--- config.mk ---
export PLATFORM = sky130hd
export DESIGN_NAME = crc8_frame_tx
export DESIGN_NICKNAME = d
export VERILOG_FILES = /design/src/rtl/crc8_frame_tx.sv
export SDC_FILE = /design/constraint.sdc
export NUM_CORES = 1
export LEC_CHECK = 0
export CAP_MARGIN = 20
export CELL_PAD_IN_SITES_DETAIL_PLACEMENT = 0
export CELL_PAD_IN_SITES_GLOBAL_PLACEMENT = 2
export CORE_MARGIN = 2
export CORE_UTILIZATION = 45
export DETAILED_ROUTE_END_ITERATION = 7
export PLACE_DENSITY_LB_ADDON = 0.1
export SLEW_MARGIN = 20
export SYNTH_ARGS = -nofsm -noshare
export SYNTH_HDL_FRONTEND = slang
export SYNTH_SLANG_ARGS = --single-unit
--- constraint.sdc ---
create_clock -name clk -period 4.1 [get_ports clk]
set_clock_uncertainty 0.2 [all_clocks]
set_input_delay 0.82 -clock clk [delete_from_list [all_inputs] [get_ports clk]]
set_output_delay 0.82 -clock clk [all_outputs]
set_load 0.01 [all_outputs]
--- src/rtl/crc8_frame_tx.sv ---
// Transmit framer: buffers one payload packet, then sends it as
// [LEN][payload...][CRC8]. The CRC (MSB-first, no reflection, no final XOR)
// covers LEN and the payload, so a receiver running the same CRC over the
// whole frame, CRC byte included, ends with a zero residue.
//
// state   | meaning
// --------+-------------------------------------------------------------
// ST_FILL | accepting payload bytes into the buffer (s_ready high)
// ST_HDR  | presenting the LEN byte
// ST_DATA | presenting buffered payload byte pay_buf[idx]
// ST_CRC  | presenting the CRC byte with m_last
module crc8_frame_tx #(
   parameter int         MAX_LEN = 16,
   parameter logic [7:0] POLY    = 8'h07,
   parameter logic [7:0] INIT    = 8'h00
) (
   input  logic       clk,
   input  logic       rst,
   input  logic       s_valid,
   input  logic [7:0] s_data,
   input  logic       s_last,
   output logic       s_ready,
   output logic       m_valid,
   output logic [7:0] m_data,
   output logic       m_last,
   input  logic       m_ready,
   output logic       busy,
   output logic       err_trunc
);

   localparam int         IW       = (MAX_LEN > 1) ? $clog2(MAX_LEN) : 1;
   localparam logic [7:0] LAST_IDX = 8'(MAX_LEN - 1);

   typedef enum logic [1:0] {ST_FILL, ST_HDR, ST_DATA, ST_CRC} state_t;

   state_t     state;
   state_t     state_nxt;
   logic [7:0] pay_buf [MAX_LEN];
   logic [7:0] cnt;
   logic [7:0] idx;
   logic [7:0] crc;
   logic       live;
   logic       err_q;
   logic       s_beat;
   logic       m_beat;
   logic       fill_done;

   function automatic logic [7:0] crc_step(input logic [7:0] c_in, input logic [7:0] b);
      logic [7:0] c;
      c = c_in ^ b;
      for (int i = 0; i < 8; i++) begin
         c = c[7] ? ((c << 1) ^ POLY) : (c << 1);
      end
      return c;
   endfunction

   // live holds s_ready low while reset is asserted and for the release cycle
   assign s_ready   = live & (state == ST_FILL);
   assign m_valid   = (state != ST_FILL);
   assign s_beat    = s_valid & s_ready;
   assign m_beat    = m_valid & m_ready;
   assign fill_done = s_beat & (s_last | (cnt == LAST_IDX));
   assign busy      = (state != ST_FILL) | (cnt != 8'd0);
   assign err_trunc = err_q;

   // state register
   always_ff @(posedge clk or negedge rst) begin
      if (!rst) state <= ST_FILL;
      else      state <= state_nxt;
   end

   // next-state and frame byte selection
   always_comb begin
      state_nxt = state;
      m_data    = 8'h00;
      m_last    = 1'b0;
      case (state)
         ST_FILL: begin
            if (fill_done) state_nxt = ST_HDR;
         end
         ST_HDR: begin
            m_data = cnt;
            if (m_beat) state_nxt = ST_DATA;
         end
         ST_DATA: begin
            m_data = pay_buf[idx[IW-1:0]];
            if (m_beat && (idx == cnt - 8'd1)) state_nxt = ST_CRC;
         end
         ST_CRC: begin
            m_data = crc;
            m_last = 1'b1;
            if (m_beat) state_nxt = ST_FILL;
         end
         default: state_nxt = ST_FILL;
      endcase
   end

   // counters, running CRC and truncation pulse
   always_ff @(posedge clk or negedge rst) begin
      if (!rst) begin
         cnt   <= 8'd0;
         idx   <= 8'd0;
         crc   <= INIT;
         live  <= 1'b0;
         err_q <= 1'b0;
      end else begin
         live  <= 1'b1;
         err_q <= s_beat & ~s_last & (cnt == LAST_IDX);
         if (s_beat) cnt <= cnt + 8'd1;
         case (state)
            ST_HDR: if (m_beat) begin
               crc <= crc_step(INIT, cnt);
               idx <= 8'd0;
            end
            ST_DATA: if (m_beat) begin
               crc <= crc_step(crc, pay_buf[idx[IW-1:0]]);
               idx <= idx + 8'd1;
            end
            ST_CRC: if (m_beat) begin
               cnt <= 8'd0;
               idx <= 8'd0;
               crc <= INIT;
            end
            default: ;
         endcase
      end
   end

   // payload buffer; contents need no reset
   always_ff @(posedge clk) begin
      if (s_beat) pay_buf[cnt[IW-1:0]] <= s_data;
   end

endmodule

# Word level (Yosys, flattened, before mapping)
# Memories as Yosys holds them, arrays and structs flattened.
# Cells that the tools add are included.
# word_totals
ramBits	128
output_inout_bits	13
n_memories	1
reg_bits	28
elab_cells	91
input_bits	13
# classes
bitwise	26
mux	34
n_eq_ne	11
reduce_logical	10
n_addsub	3
# memory_table
memory	depth	width	rd	rd_ports_with_merged_regs	wr	line_no	text
pay_buf	16	8	1	0	1	38	logic [7:0] pay_buf [MAX_LEN];
# op_table
operator	count
two-way mux 8 bit	7
two-way mux 3 bit	16
NOT 3 bit	16
case mux 8 bit (3 select lines)	2
adder 8 x 1 -> 8 bit, second input constant	2
case mux 8 bit (2 select lines)	1
!= test 2 bit, second input constant	5
equality test 8 x 4 -> 1 bit, second input constant	1
equality test 8 bit	1
two-way mux 2 bit	4
case mux 2 bit (4 select lines)	1
AND reduction 4 bit	2
nonzero test 8 bit	1
subtractor 8 x 1 -> 8 bit, second input constant	1
XOR 8 bit	1
AND 1 bit	6
equality test 2 bit, second input constant	2
nonzero test 2 bit	2
two-way mux 1 bit	3
AND reduction 3 bit	1
nonzero test 3 bit	1
equality test 2 x 1 -> 1 bit, second input constant	1
logical NOT 2 bit	1
!= test 2 x 1 -> 1 bit, second input constant	1
4 further kinds	5

# Longest topological paths before layout
# Gate-level depths: netlist of the first run.
# An unclocked memory read counts as a cell.
# logic_depth
ltp_word	20
mapped_depth	10

# Least setup slack after synthesis of the first run
# No wires, ideal clock.
# synth_path
path_kind	register to output
startpoint	reg idx[0]
endpoint	out m_data[5]
n_path_buf	3
stages_incl_launch_ff	9
path_slack_ns	1.157
arrival_time_ns	1.923
required_time_ns	3.080
path_cell_list	dfrtp_1 buf_6 buf_12 buf_12 mux4_1 mux2i_1 mux2i_1 a222oi_1 nor2_1
# synth_via
elab_chain_cells	2
# synth_lines
item	line_no	text
start, declared	40	logic [7:0] idx;
start signal, assigned	117	idx <= idx + 8'd1;
memory read (16 x 8 bit)	-	
case mux 8 bit (3 select lines)	77	case (state)
end, declared	24	output logic [7:0] m_data,
# No other way between the ends.

# Worst setup path in the final report of the first run
# layout_path
startpoint	reg idx[0]
endpoint	out m_data[7]
# The elaborated chain is that of the path after synthesis.

==> flow_metrics.tcl, run 1 <==
set metrics [dict create \
    htreeDepth 4 \
    path_common_cell "mux2i_1" \
    drive_gt1_frac 0.1332 \
    viasPerCell 5.475 \
    place_inst 736 \
    worst_slew_pin_slew_ns 0.9040 \
    cts_sinks 156 \
    critPathLaunch "idx[0]$_DFFE_PN0P_" \
    slew_headroom 0.3954 \
    power_density_mw_per_mm2 796.2 \
    numCtsBuffers 17 \
    vias 4205 \
    synth_nets 533 \
    ant_nets 0 \
    start_util 0.4553 \
    crit_cells 7 \
    num_io_pins 26 \
    cpMaxStageDelayCell "mux4_1" \
    most-common-layout-cells "edfxtp_1 (128), xnor2_1 (37), nor2_1 (32)" \
    synth_area_sq_mm 0.007470 \
    cpPeakStageDelay_ns 0.56 \
    min_period_ns 3.914 \
    diodes 0 \
    fmax_mhz 255.5 \
    track_usage 0.2107 \
    cts_max_path_buffers 2 \
    grt_max_degree 41 \
    portBuffers 25 \
    ys_types 52 \
    synthFlopType "edfxtp_1" \
    core.rowCount 47 \
    drv_cap 0 \
    async_reset_ff_frac 0.1795 \
    postSynthCellCount 497 \
    startpoint_type "flip-flop" \
    wl_mm 17.65 \
    cts.clk_slew.worst_paths_ns 0.06 \
    p_leak_uw 0.003081 \
    setup_violations 0 \
    final-hold-violation-count 0 \
    cts-hold-fix-buffers 0 \
    synth-edff-count 128 \
    synth_warnings 0 \
    arrival_ns 2.89 \
    die_y_um 132.8 \
    end_kind "output pin" \
    reg2reg_from "idx[0]$_DFFE_PN0P_" \
    synth.avg_cell_area_sq_um 15.03 \
    ys_seq_area_frac 0.6084 \
    detail_route.wl_per_cell_um 22.98 \
    grt-ovfl-total 0 \
    crit_fanout 13 \
    ys_top_cells_by_area "edfxtp_1 (51%), dfrtp_1 (9.4%), mux4_1 (6.3%)" \
    grt_pass1_wl_mm 26.69 \
    dr.pass1.iters 5 \
    clk_latency_ns 0.42 \
    drv_slew 0 \
    period_share 0.9546 \
    ir_worst_vdd_v 0.0003750 \
    tns_ns 0 \
    final_cells 768 \
    r2r_end "crc[1]$_DFFE_PN0P_" \
    ys_ff_latch 156 \
    holdCritPathClass "reg -> reg" \
    synthToLayoutAreaGrowth_pct 14.62 \
    drc_errors 0 \
    post-route-util 0.5218 \
    final_nets 571 \
    grt_pass1_vias 4375 \
    endpoint "m_data[7]" \
    core_area_sq_mm 0.01641 \
    drtIter0Drc 288 \
    synth_top_area_frac 0.5146 \
    fill_cells 1349 \
    gp_congestion 0.7812 \
    reg2reg_slack_ns 0.95 \
    rr_worst_depth 9 \
    cts_tree "built" \
    worstSetupPathType "reg -> out" \
    die_area_sq_mm 0.01765 \
    crit_family "multiplexers" \
    rsz0062_at_grt "no" \
    status "completed" \
    post_cts.repair.setup_buffers 0 \
    die_w_um 132.8 \
    post-dp-hpwl_mm 11.69 \
    final_common_cell "edfxtp_1" \
    antenna_found_initial 0 \
    crit_chain "buf_12 > mux4_1 > mux2i_1 > mux2i_1 > a222oi_1 > nor2_1 > clkdlybuf4s50_1" \
    root_buffer "clkbuf_16" \
    synth_top_area_cell "edfxtp_1" \
    cp.buffers_inverters 2 \
    cts_resized 0 \
    cp.required_ns 3.08 \
]
[metal layers]
metal	part of all wire	up-vias	wire, um	GRT usage
met4	0.028	0	486	0.08244
met5	0	-	0	0
li1	-	1962	-	-
met2	0.50	102	8877	0.3578
met1	0.43	2113	7648	0.2663
met3	0.036	28	639	0.04330
[metrics by stage]
stage          hold slack, ns  setup WS (ns)  area (sq um)  power, uW
6_report               0.3672         0.1863          8562       6817
5_1_grt                0.4097        0.03388          8562       7236
4_1_cts                0.3717         0.1167          8549       6859
3_5_place_dp           0.3552         0.5677          8010       5412
3_3_place_gp           0.3427         0.5868          8010       5381
2_1_floorplan          0.3118          1.157          7470       4482
[how the worst min path moves through the flow]
stage / slack, ns / to / cells after the start / from
2_1_floorplan: 0.31 / crc[0]$_DFFE_PN0P_ / 2 / crc[0]$_DFFE_PN0P_
3_3_place_gp: 0.34 / crc[4]$_DFFE_PN0P_ / 2 / crc[4]$_DFFE_PN0P_
3_5_place_dp: 0.36 / crc[3]$_DFFE_PN0P_ / 2 / crc[3]$_DFFE_PN0P_
4_1_cts: 0.37 / crc[3]$_DFFE_PN0P_ / 2 / crc[3]$_DFFE_PN0P_
5_1_grt: 0.41 / crc[3]$_DFFE_PN0P_ / 2 / crc[3]$_DFFE_PN0P_
6_report: 0.37 / crc[3]$_DFFE_PN0P_ / 2 / crc[3]$_DFFE_PN0P_
[logic make-up (layout without fill, tap and decap cells)]
kind of cell | count (synthesis) | after routing | share of synthesized area
compound gates | 53 | 53 | 0.04707
xor+xnor | 57 | 57 | 0.06968
fa+ha+maj | 23 | 23 | 0.03853
buf+inv | 38 | 89 | 0.02730
flops | 156 | 156 | 0.6084
mux | 61 | 61 | 0.1374
other cells | 1 | 1 | 0.0005020
simple gates | 108 | 108 | 0.07119
[worst reg2reg max path, cell delays in order (launching register included)]
cell and delay (ns):
dfrtp_2 0.40, buf_6 0.22, mux4_1 0.59, mux2i_2 0.24
buf_4 0.17, mux2_2 0.33, nor3b_2 0.28, a21oi_1 0.09
or3_1 0.38, a31oi_1 0.16
[flip-flops by register name (all words and copies together), names as in the netlist]
signal and count:
cnt 8, err_trunc 1, crc 8, live 1, pay_buf 128, state 2
idx 8
[Yosys cell counts, drive strengths merged, types with 2 or more instances]
master	instances
a21oi	13
a222oi	7
a22oi	2
a31oi	2
and2	4
and3	17
buf	13
clkbuf	12
dfrtp	28
edfxtp	128
ha	23
inv	13
mux2	8
mux2i	27
mux4	26
nand2	21
nand3	8
nand4	3
nor2	32
nor2b	4
nor3	10
o21ai	16
o22a	2
or3	4
xnor2	38
xor2	18
[layout make-up]
class / count / area, sq um / share of cell area
clock buffers: 17 / 425.4 / 0.04969
clock inverters: 15 / 113.9 / 0.01330
inverters: 13 / 48.80 / 0.005699
multi-input cells: 303 / 2729 / 0.3187
flip-flops and latches: 156 / 4548 / 0.5312
well taps: 220 / 275.3 / 0.03215
repair buffers: 44 / 421.7 / 0.04925
[report_power, final]
group	internal [uW]	switching, uW
clock	783	654
combinational	1590	1730
sequential	1860	201
No activity file was read; power rests on OpenSTA's default activity.
==> inputs of run 2 (changes only) <==
Settings changed: CORE_UTILIZATION 45 to 41.
Clock period 4.1 ns to 3.4 ns, I/O delays scaled along.
==> run 2 against run 1 <==
Against the previous run:
- critical path type unchanged
- critical endpoint is now m_data[3]
- sequential cell count is the same
- critical path depth grew 1
- clock power grew 33%
- die area grew 9.5%
- the run now ends with negative setup slack left
==> flow_metrics.tcl, run 2 (synthesis results as in run 1) <==
set metrics [dict create \
    root_buffer "clkbuf_16" \
    drv_slew 0 \
    holdCritPathClass "reg -> reg" \
    worstSetupPathType "reg -> out" \
    most-common-layout-cells "edfxtp_1 (128), buf_4 (47), xnor2_1 (37)" \
    drv_cap 0 \
    final_common_cell "edfxtp_1" \
    drc_errors 0 \
    cts-hold-fix-buffers 0 \
    end_kind "output pin" \
    numCtsBuffers 17 \
    p_leak_uw 0.003328 \
    design_area_sq_mm 0.008997 \
    power_density_mw_per_mm2 1012 \
    cts.clk_slew.worst_paths_ns 0.07 \
    die_w_um 139.0 \
    core_area_sq_mm 0.01790 \
    ir_worst_vdd_v 0.0004397 \
    fin_ws_ns -0.04882 \
    grt_pass1_wl_mm 29.06 \
    cts_max_path_buffers 2 \
    drtIter0Drc 365 \
    viasPerCell 5.478 \
    min_period_ns 3.449 \
    final_nets 607 \
    htreeDepth 4 \
    cts_tree "built" \
    vias 4454 \
    startpoint_type "flip-flop" \
    final-hold-violation-count 0 \
    diodes 0 \
    cp.required_ns 2.52 \
    largest_reg_flops 128 \
    portBuffers 25 \
    setup_violations 3 \
    worst_slew_pin_slew_ns 0.7498 \
    detail_route.wl_per_cell_um 23.59 \
    dr.pass1.iters 7 \
    grt_max_degree 29 \
    violations "negative setup slack" \
    arrival_ns 2.57 \
    period_share 1.014 \
    wl_mm 19.18 \
    status "finished, violations left" \
    grt-ovfl-total 0 \
    drive_gt1_frac 0.2397 \
    place_area_sq_mm 0.008144 \
    slew_headroom 0.5001 \
    num_io_pins 26 \
    ant_nets 0 \
    crit_fanout 8 \
    post-dp-hpwl_mm 12.49 \
    die_y_um 139.0 \
    grt_pass1_vias 4563 \
    core.rowCount 49 \
    antenna_found_initial 0 \
    start_util 0.4172 \
    clk_latency_ns 0.43 \
    rsz0062_at_grt "yes" \
    synthToLayoutAreaGrowth_pct 20.45 \
    gp_congestion 0.7516 \
    cts_sinks 156 \
    track_usage 0.2062 \
    fmax_mhz 290.0 \
    die_area_sq_mm 0.01931 \
    place_ws_ns 0.03889 \
]
run 2: where the power goes:
part	leakage (uW)	total [uW]	switching, uW	internal [uW]
Sequential	0.00151	2430	191	2240
Clock	0.000302	1910	802	1110
Combinational	0.00151	4770	2410	2360
Total	0.00333	9110	3400	5710
run 2: path summary, 6_finish.rpt:
path / cells after the start / endpoint / slack, ns / from
max in group asynchronous: 2 / idx[0]$_DFFE_PN0P_ / 2.20 / rst
max: 8 / m_data[3] / -0.05 / idx[0]$_DFFE_PN0P_
min: 2 / crc[4]$_DFFE_PN0P_ / 0.37 / crc[4]$_DFFE_PN0P_
min reg2reg: 2 / crc[4]$_DFFE_PN0P_ / 0.37 / crc[4]$_DFFE_PN0P_
max reg2reg: 17 / crc[6]$_DFFE_PN0P_ / 0.14 / idx[0]$_DFFE_PN0P_
min in group asynchronous: 2 / cnt[0]$_DFF_PN0_ / 0.45 / rst
run 2: through the flow:
| step | utilization | hold slack [ns] | cells | power (uW) | setup TNS [ns] |
|---|---|---|---|---|---|
| 2_1_floorplan | - | 0.1844 | 497 | 5404 | 0 |
| 3_3_place_gp | 0.4549 | 0.3492 | 758 | 6731 | 0 |
| 3_5_place_dp | 0.4549 | 0.3494 | 758 | 6752 | 0 |
| 4_1_cts | 0.4976 | 0.3686 | 806 | 8949 | -0.1854 |
| 5_1_grt | 0.5026 | 0.3967 | 813 | 9662 | -0.6088 |
| 6_report | 0.5026 | 0.3691 | 813 | 9108 | -0.06881 |
run 2: layer usage:
metal / global-route usage / wire, um / vias to the layer above
li1: - / - / 2032
met4: 0.04678 / 148 / 0
met3: 0.04144 / 588 / 11
met5: 0 / 0 / -
met1: 0.2850 / 8944 / 2293
met2: 0.3399 / 9496 / 118
run 2: area by class of cell:
type | count | area, sq um
clock inverters | 10 | 86.33
fillers | 1525 | 8905
multi-input cells | 303 | 2781
clock buffers | 22 | 518.0
repair buffers | 80 | 729.5
flip-flops and latches | 156 | 4547
well taps | 229 | 286.5
inverters | 13 | 48.80
run 2: worst max-delay path: stages (launching register included):
cell	delay, ns
dfrtp_2	0.38
buf_6	0.15
buf_12	0.14
mux4_1	0.54
mux2i_1	0.19
mux2i_2	0.15
a222oi_1	0.35
nor2_1	0.10
buf_2	0.15
run 2: repair_timing:
item	CTS	global route
setup buffers	14	7
setup endpoints to repair	8	10
pin swaps	8	9
cloned	2	0
resized for setup	41	19
==> inputs of run 3 (changes only) <==
Settings changed: CORE_UTILIZATION 41 to 49.
Clock period 3.4 ns to 4.01 ns, I/O delays scaled along.
==> run 3 against run 2 <==
Against the previous run:
- the run now ends clean
- critical path depth decreased by 1
- total power decreased by 23%
- non-clock buffer count decreased by 36
- clock-buffer cell count decreased by 4
- sequential cell count unchanged
- via count decreased by 3.5%
- utilization increased by 6.8 points
- final area decreased by 4.7%
- register-to-register slack improved by 0.69 ns
- clock power decreased by 23%
- global-route usage increased by 1.4 points
- routed wire length decreased by 12%
- critical path type unchanged
==> flow_metrics.tcl, run 3 (synthesis results as in run 1) <==
set metrics [dict create \
    worstSetupPathType "reg -> out" \
    grt_pass1_vias 4281 \
    antenna_found_initial 0 \
    cts.clk_slew.worst_paths_ns 0.06 \
    startpoint_type "flip-flop" \
    crit_fanout 40 \
    cts_sinks 156 \
    final_cells 736 \
    setup_violations 0 \
    cts_max_path_buffers 2 \
    seqPwrFrac 0.301 \
    largest_reg_flops 128 \
    grt_pass1_wl_mm 25.87 \
    most-common-layout-cells "edfxtp_1 (128), xnor2_1 (37), nor2_1 (32)" \
    clk_latency_ns 0.42 \
    gp_congestion 0.8085 \
    die_w_um 127.5 \
    vias 4300 \
    htreeDepth 4 \
    path_common_cell "mux2i_1" \
    grt-ovfl-total 0 \
    p_int_uw 4367 \
    p_leak_uw 0.003115 \
    rr_worst_depth 9 \
    reg2reg_slack_ns 0.83 \
    whs_path_depth 2 \
    critPathLaunch "idx[2]$_DFFE_PN0P_" \
    period_share 0.9634 \
    die_area_sq_mm 0.01625 \
    final-hold-violation-count 0 \
    numCtsBuffers 17 \
    reg2reg_from "idx[0]$_DFFE_PN0P_" \
    drv_slew 0 \
    start_util 0.4969 \
    cpMaxStageDelayCell "mux4_2" \
    hp-start "idx[7]$_DFFE_PN0P_" \
    rsz0062_at_grt "no" \
    hold_end "idx[7]$_DFFE_PN0P_" \
    drc_errors 0 \
    ir_worst_vdd_v 0.0003455 \
    cp.buffers_inverters 2 \
    drive_gt1_frac 0.1460 \
    min_period_ns 3.863 \
    drv_cap 0 \
    power_frac_comb 0.490 \
    end_kind "output pin" \
    num_io_pins 26 \
    synthToLayoutAreaGrowth_pct 14.77 \
    crit_family "multiplexers" \
    drtIter0Drc 351 \
    track_usage 0.2202 \
    p_switching_uw 2683 \
    holdWs_ns 0.3671 \
    r2r_end "crc[1]$_DFFE_PN0P_" \
    die_y_um 127.5 \
    final_common_cell "edfxtp_1" \
    diodes 0 \
    worst_slew_pin_slew_ns 0.9598 \
    core_area_sq_mm 0.01503 \
    cts_tree "built" \
    root_buffer "clkbuf_16" \
    post-dp-hpwl_mm 11.66 \
    sw_frac_of_total 0.3805 \
    grt_max_degree 41 \
    tns_ns 0 \
    clock_power_share 0.209 \
    power_density_mw_per_mm2 822.3 \
    holdCritPathClass "reg -> reg" \
    wl_mm 16.97 \
    place_inst 702 \
    detail_route.wl_per_cell_um 23.06 \
    status "completed" \
    slew_headroom 0.3581 \
    cts-hold-fix-buffers 0 \
    cpPeakStageDelay_ns 0.55 \
    core.rowCount 45 \
    arrival_ns 2.86 \
    ant_nets 0 \
    portBuffers 25 \
    cp.required_ns 3.01 \
    viasPerCell 5.842 \
    final_nets 571 \
    crit_chain "buf_12 > mux4_2 > mux2i_1 > mux2i_1 > a222oi_1 > nor2_1 > clkdlybuf4s50_1" \
    dr.pass1.iters 6 \
    fmax_mhz 258.9 \
]
run 3: timing repair:
action	CTS	global route
endpoints found under the hold margin	0	0
pin swaps	0	3
endpoints found under the setup margin	4	5
gates resized for setup	1	11
buffers inserted	1	1
run 3: area by class of cell:
cell class,count,area (sq um)
Multi-Input combinational cell,303,2765
Inverter,13,48.80
Tap cell,188,235.2
Fill cell,1167,6460
Sequential cell,156,4548
Timing Repair Buffer,44,436.7
Clock inverter,14,110.1
Clock buffer,18,429.2
run 3: how the worst max path moves through the flow:
stage           endpoint  slack, ns  cells after the start
2_1_floorplan  m_data[5]       1.09                      8
3_3_place_gp   m_data[5]       0.37                      7
3_5_place_dp   m_data[5]       0.36                      7
4_1_cts        m_data[2]       0.08                      7
5_1_grt        m_data[5]       0.02                      7
6_report       m_data[1]       0.15                      7
run 3: through the flow:
step	util	area (sq um)	worst slack, ns	power, uW
floorplan	-	7470	1.085	4582
global route	0.5703	8573	0.02200	7471
finish	0.5703	8573	0.1469	7050
global placement	0.5292	7955	0.3689	5472
detailed placement	0.5292	7955	0.3571	5518
CTS	0.5666	8518	0.07525	7021
run 3: power by group through the flow:
stage / clock network [uW] / logic (uW) / registers [uW]
final: 1480 / 3460 / 2120
after global routing: 1560 / 3770 / 2130
after CTS: 1500 / 3410 / 2120
after detailed placement: 0 / 3350 / 2160
after global placement: 0 / 3310 / 2160
after floorplan: 0 / 2540 / 2040
run 3: routing by layer:
metal / track usage / vias to the layer above / share of wire
met5: 0 / - / 0
met4: 0.04848 / 0 / 0.012
met3: 0.04816 / 16 / 0.039
met2: 0.3850 / 107 / 0.52
met1: 0.2839 / 2201 / 0.43
li1: - / 1976 / -
run 3: worst reg2reg max path, cell delays in order, from the launching register on:
cell	delay (ns)
dfrtp_2	0.44
buf_12	0.15
mux4_1	0.55
mux2i_1	0.21
buf_4	0.17
mux2_2	0.33
nor3b_2	0.42
a21oi_1	0.10
or3_1	0.39
a31oi_1	0.15
==> patch 1, RTL diff (flow settings as in run 2) <==
One comparison of `cnt` changes from == to >=.
--- a/src/rtl/crc8_frame_tx.sv
+++ b/src/rtl/crc8_frame_tx.sv
@@ -107,3 +107,3 @@
          live  <= 1'b1;
-         err_q <= s_beat & ~s_last & (cnt == LAST_IDX);
+         err_q <= s_beat & ~s_last & (cnt >= LAST_IDX);
          if (s_beat) cnt <= cnt + 8'd1;
Formal check against the unedited RTL: same outputs for any inputs over 4 cycles, from zero or initial values and one cycle with rst low; that may be too few to reach the edited logic, so the function may still have changed.
==> patch 1 against run 2 <==
Routed wire length fell by 7.0%; total power fell by 12%; area after synthesis fell by 0.22%; fmax rose by 2.0%; final area fell by 0.90%; largest cell class unchanged; worst setup slack improved by 0.067 ns; sequential cell count did not move; hold slack got worse by 0.022 ns.
==> patch 1: results (changes against run 2) <==
Static Leak 3.317 nW (-0.31%); Hold Crit Start crc[7]$_DFFE_PN0P_; Distinct cells, synth 58 (+12%); clk buf depth 2 (unchanged); Post-synth top cells edfxtp_1 (128), nor2_1 (33), mux4_2 (29); setup slack, reg-to-reg 0.33 ns (+0.19 ns); Fillers 1532 (+0.46%); Synth Area in XOR/XNOR 0.07218 (+0.002502); Post-Syn Instances 487 (-2.0%); cts bufs inserted 17 (unchanged); Slew @ Worst Pin 0.7802 ns (+0.03042 ns); gr usage total 0.1930 (-0.01312); Seq/Total Area, Yosys 0.6097 (+0.001328); reg2reg path depth 10 (-7); quantity of I/O buffers inserted on ports 25 (unchanged); hpwl dp 11890 um (-4.8%); Post-Synth Adder-Cell Area 0.04029 (+0.001763); vias in the first global route 4317 (-5.4%); CP Max Fanout 6 (-2); Synth warnings 0 (unchanged); nets 586 (-3.5%); Peak VDD IR 0.4334 mV (-1.4%); compound-cell area share of the yosys netlist 0.04919 (+0.002117); largest cells by area after synthesis edfxtp_1 (52%), dfrtp_1 (9.4%), mux4_2 (8.8%), ha_1 (4.0%), xnor2_1 (3.3%); syn nets 524 (-1.7%); CP max stage delay 0.48 ns (-0.06 ns); Hold EP crc[7]$_DFFE_PN0P_; drt pass-1 iters 4 (-3); first-pass GRT wire length 27320 um (-6.0%); CORE AREA 0.01790 mm2 (unchanged); Critical R2R Capture crc[6]$_DFFE_PN0P_; worst-path cell with the longest stage delay mux4_2; outcome finished, final reports clean; fraction of layout cells with a size suffix above 1 0.2544 (+0.01472); DR iter-0 viols 362 (-0.82%); post-synthesis mux area share 0.1281 (-0.009269); final wirelength 17840 um (-7.0%); final cell count without fillers 791 (-2.7%); crit path capture m_data[1]; cell count after placement 743 (-2.0%); critical path's top delay family multiplexers; largest net degree at the start of global routing 34 (+17%); via count 4232 (-5.0%); routability cong. 0.7608 (+1.2%)
patch 1: cell families (layout without fill, tap and decap cells):
family	after synthesis	in the layout
simple gates	105	105
flops	156	156
buf+inv	39	114
fa+ha+maj	24	24
other cells	1	1
xor+xnor	52	52
compound gates	52	52
mux	58	58
patch 1: report_power, final:
part	internal, mW	leakage (nW)	total, mW	switching (mW)
clock	1.02	0.258	1.82	0.803
sequential	2.21	1.52	2.36	0.157
combinational	1.92	1.54	3.80	1.87
patch 1: final cells by class:
cell class,count,area [um2],area share
inverters,14,52.55,0.005894
well taps,229,286.5,0.03214
flip-flops and latches,156,4546,0.5098
repair buffers,68,648.1,0.07269
multi-input cells,292,2819,0.3162
clock buffers,17,425.4,0.04771
clock inverters,15,138.9,0.01558
patch 1: per-stage QoR:
| step | worst slack (ns) | cell area (um2) | hold WS, ns | power [mW] |
|---|---|---|---|---|
| after floorplan | 0.5494 | 7453 | 0.1844 | 4.855 |
| after global placement | 0.08171 | 8125 | 0.3296 | 5.888 |
| after detailed placement | 0.09907 | 8125 | 0.3293 | 5.898 |
| after CTS | -0.05434 | 8874 | 0.3444 | 7.986 |
| after global routing | -0.1146 | 8916 | 0.3847 | 8.472 |
| final | 0.01826 | 8916 | 0.3476 | 7.980 |
patch 1: layer usage:
metal / track usage / part of all wire / routed length (um) / up-vias
met1: 0.2931 / 0.49 / 8778 / 2162
met4: 0.04944 / 0.010 / 182 / 0
met5: 0 / 0 / 0 / -
met2: 0.2919 / 0.46 / 8249 / 87
met3: 0.03211 / 0.035 / 632 / 14
li1: - / - / - / 1969
patch 1: timing repair:
item / in CTS / in global routing
pin swaps: 4 / 5
gates cloned: 1 / 0
hold buffers: 0 / 0
setup endpoints to repair: 8 / 8
resized for setup: 39 / 17
hold endpoints to repair: 0 / 0
setup buffers: 10 / 7
==> patch 2, RTL diff (config.mk and constraints of run 2) <==
Made on the original files. `MAX_LEN`: 16 -> 8.
--- a/src/rtl/crc8_frame_tx.sv
+++ b/src/rtl/crc8_frame_tx.sv
@@ -12,3 +12,3 @@
 module crc8_frame_tx #(
-   parameter int         MAX_LEN = 16,
+   parameter int         MAX_LEN = 8,
    parameter logic [7:0] POLY    = 8'h07,
Behaviour: not the same (a bounded check fails within 10 cycles, from zero or initial values and one cycle with rst low).
==> patch 2 against run 2 <==
Final area is 36% lower; hold slack worse by 0.011 ns; worst setup slack better by 0.16 ns; register-to-register slack better by 0.24 ns; global-route usage is 2.1 points lower; clock power is 48% lower; utilization is 0.24 points higher; total power is 42% lower; routed wire length is 42% lower; first-iteration DRC count is 33% lower; sequential share of layout area is 4.8 points lower; sequential cell count is 64 lower; area after synthesis is 36% lower; highest routed layer unchanged.
==> patch 2: results (changes against run 2) <==
vias in the first global route 3030 (-34%); FFs w/ async S/R, synth 0.3043 (+0.1249); FFs & Latches 92 (-41%); max FFs per register 64 (-50%); H-tree depth 3 (-1); drt pass-1 iters 5 (-2); EDFF count, synth 64 (-50%); M3 GR Usage 0.02722 (-0.01422); comb_multi_in 240 (-21%); r2r startpoint idx[1]$_DFFE_PN0P_; Post-synth top cells edfxtp_1 (64), xnor2_1 (39), nor2_1 (36); outcome finished, final reports clean; routability cong. 0.7963 (+5.9%); Distinct cells, synth 44 (-15%); Seq/Total Area, Yosys 0.5510 (-0.05738); placed cell area 0.005310 mm2 (-35%); Buffers, non-clock 58 (-28%); Slew @ Worst Pin 0.6032 ns (-0.1466 ns); syn nets 405 (-24%); gr usage total 0.1849 (-0.02124); final setup vio count 0 (-3); Static Leak 2.267 nW (-32%); Met1 Wirelength 5125 um (-43%); WL met2 5418 um (-43%); cts bufs inserted 9 (-8); final wirelength 11070 um (-42%); Layout non-clock buf frac 0.09414 (+0.01306)
-- patch 2: tightest hold or removal path: stages, from the launching register on --
cell	delay, ns
dfrtp_1	0.38
a21oi_1	0.07
o21ai_0	0.06
-- patch 2: cells by family (layout without fill, tap and decap cells) --
group                    count (synthesis)  after routing  synth area share
AO/OA/AOI/OAI                           33             33           0.04942
XOR/XNOR                                56             56            0.1107
adder cells (fa/ha/maj)                 20             20           0.05258
buffers and inverters                   40             93           0.03812
flip-flops                              92             92            0.5510
multiplexers                            34             34            0.1033
other                                    1              1         0.0007879
AND/OR/NAND/NOR                         96             96           0.09411
-- patch 2: how the worst max path moves through the flow --
stage,start,to,slack (ns),cells after the start
after floorplan,idx[1]$_DFFE_PN0P_,m_data[1],0.59,8
after global placement,idx[1]$_DFFE_PN0P_,m_data[5],0.13,7
after detailed placement,idx[1]$_DFFE_PN0P_,m_data[5],0.19,7
after CTS,idx[1]$_DFFE_PN0P_,m_data[3],-0.10,8
after global routing,idx[1]$_DFFE_PN0P_,m_data[1],-0.007,7
final,idx[1]$_DFFE_PN0P_,m_data[5],0.11,7
-- patch 2: report_power, final --
group	internal [mW]	leakage, nW	switching (mW)	total, mW
clock network	0.571	0.140	0.434	1.00
registers	1.33	0.945	0.148	1.47
logic	1.36	1.18	1.41	2.77
-- patch 2: stage by stage --
step	setup WS (ns)	setup TNS, ns	cells	power (mW)
after floorplan	0.5916	0	372	3.374
after global placement	0.1298	0	544	4.162
after detailed placement	0.1881	0	544	4.163
after CTS	-0.1003	-0.1796	563	5.238
after global routing	-0.007152	-0.01247	568	5.614
final	0.1072	0	568	5.252
-- patch 2: repair_timing --
action / 4_1_cts / 5_1_grt
buffers inserted: 3 / 5
gates resized for setup: 15 / 9
hold buffers: 0 / 0
endpoints found under the setup margin: 6 / 6
pin swaps: 2 / 5
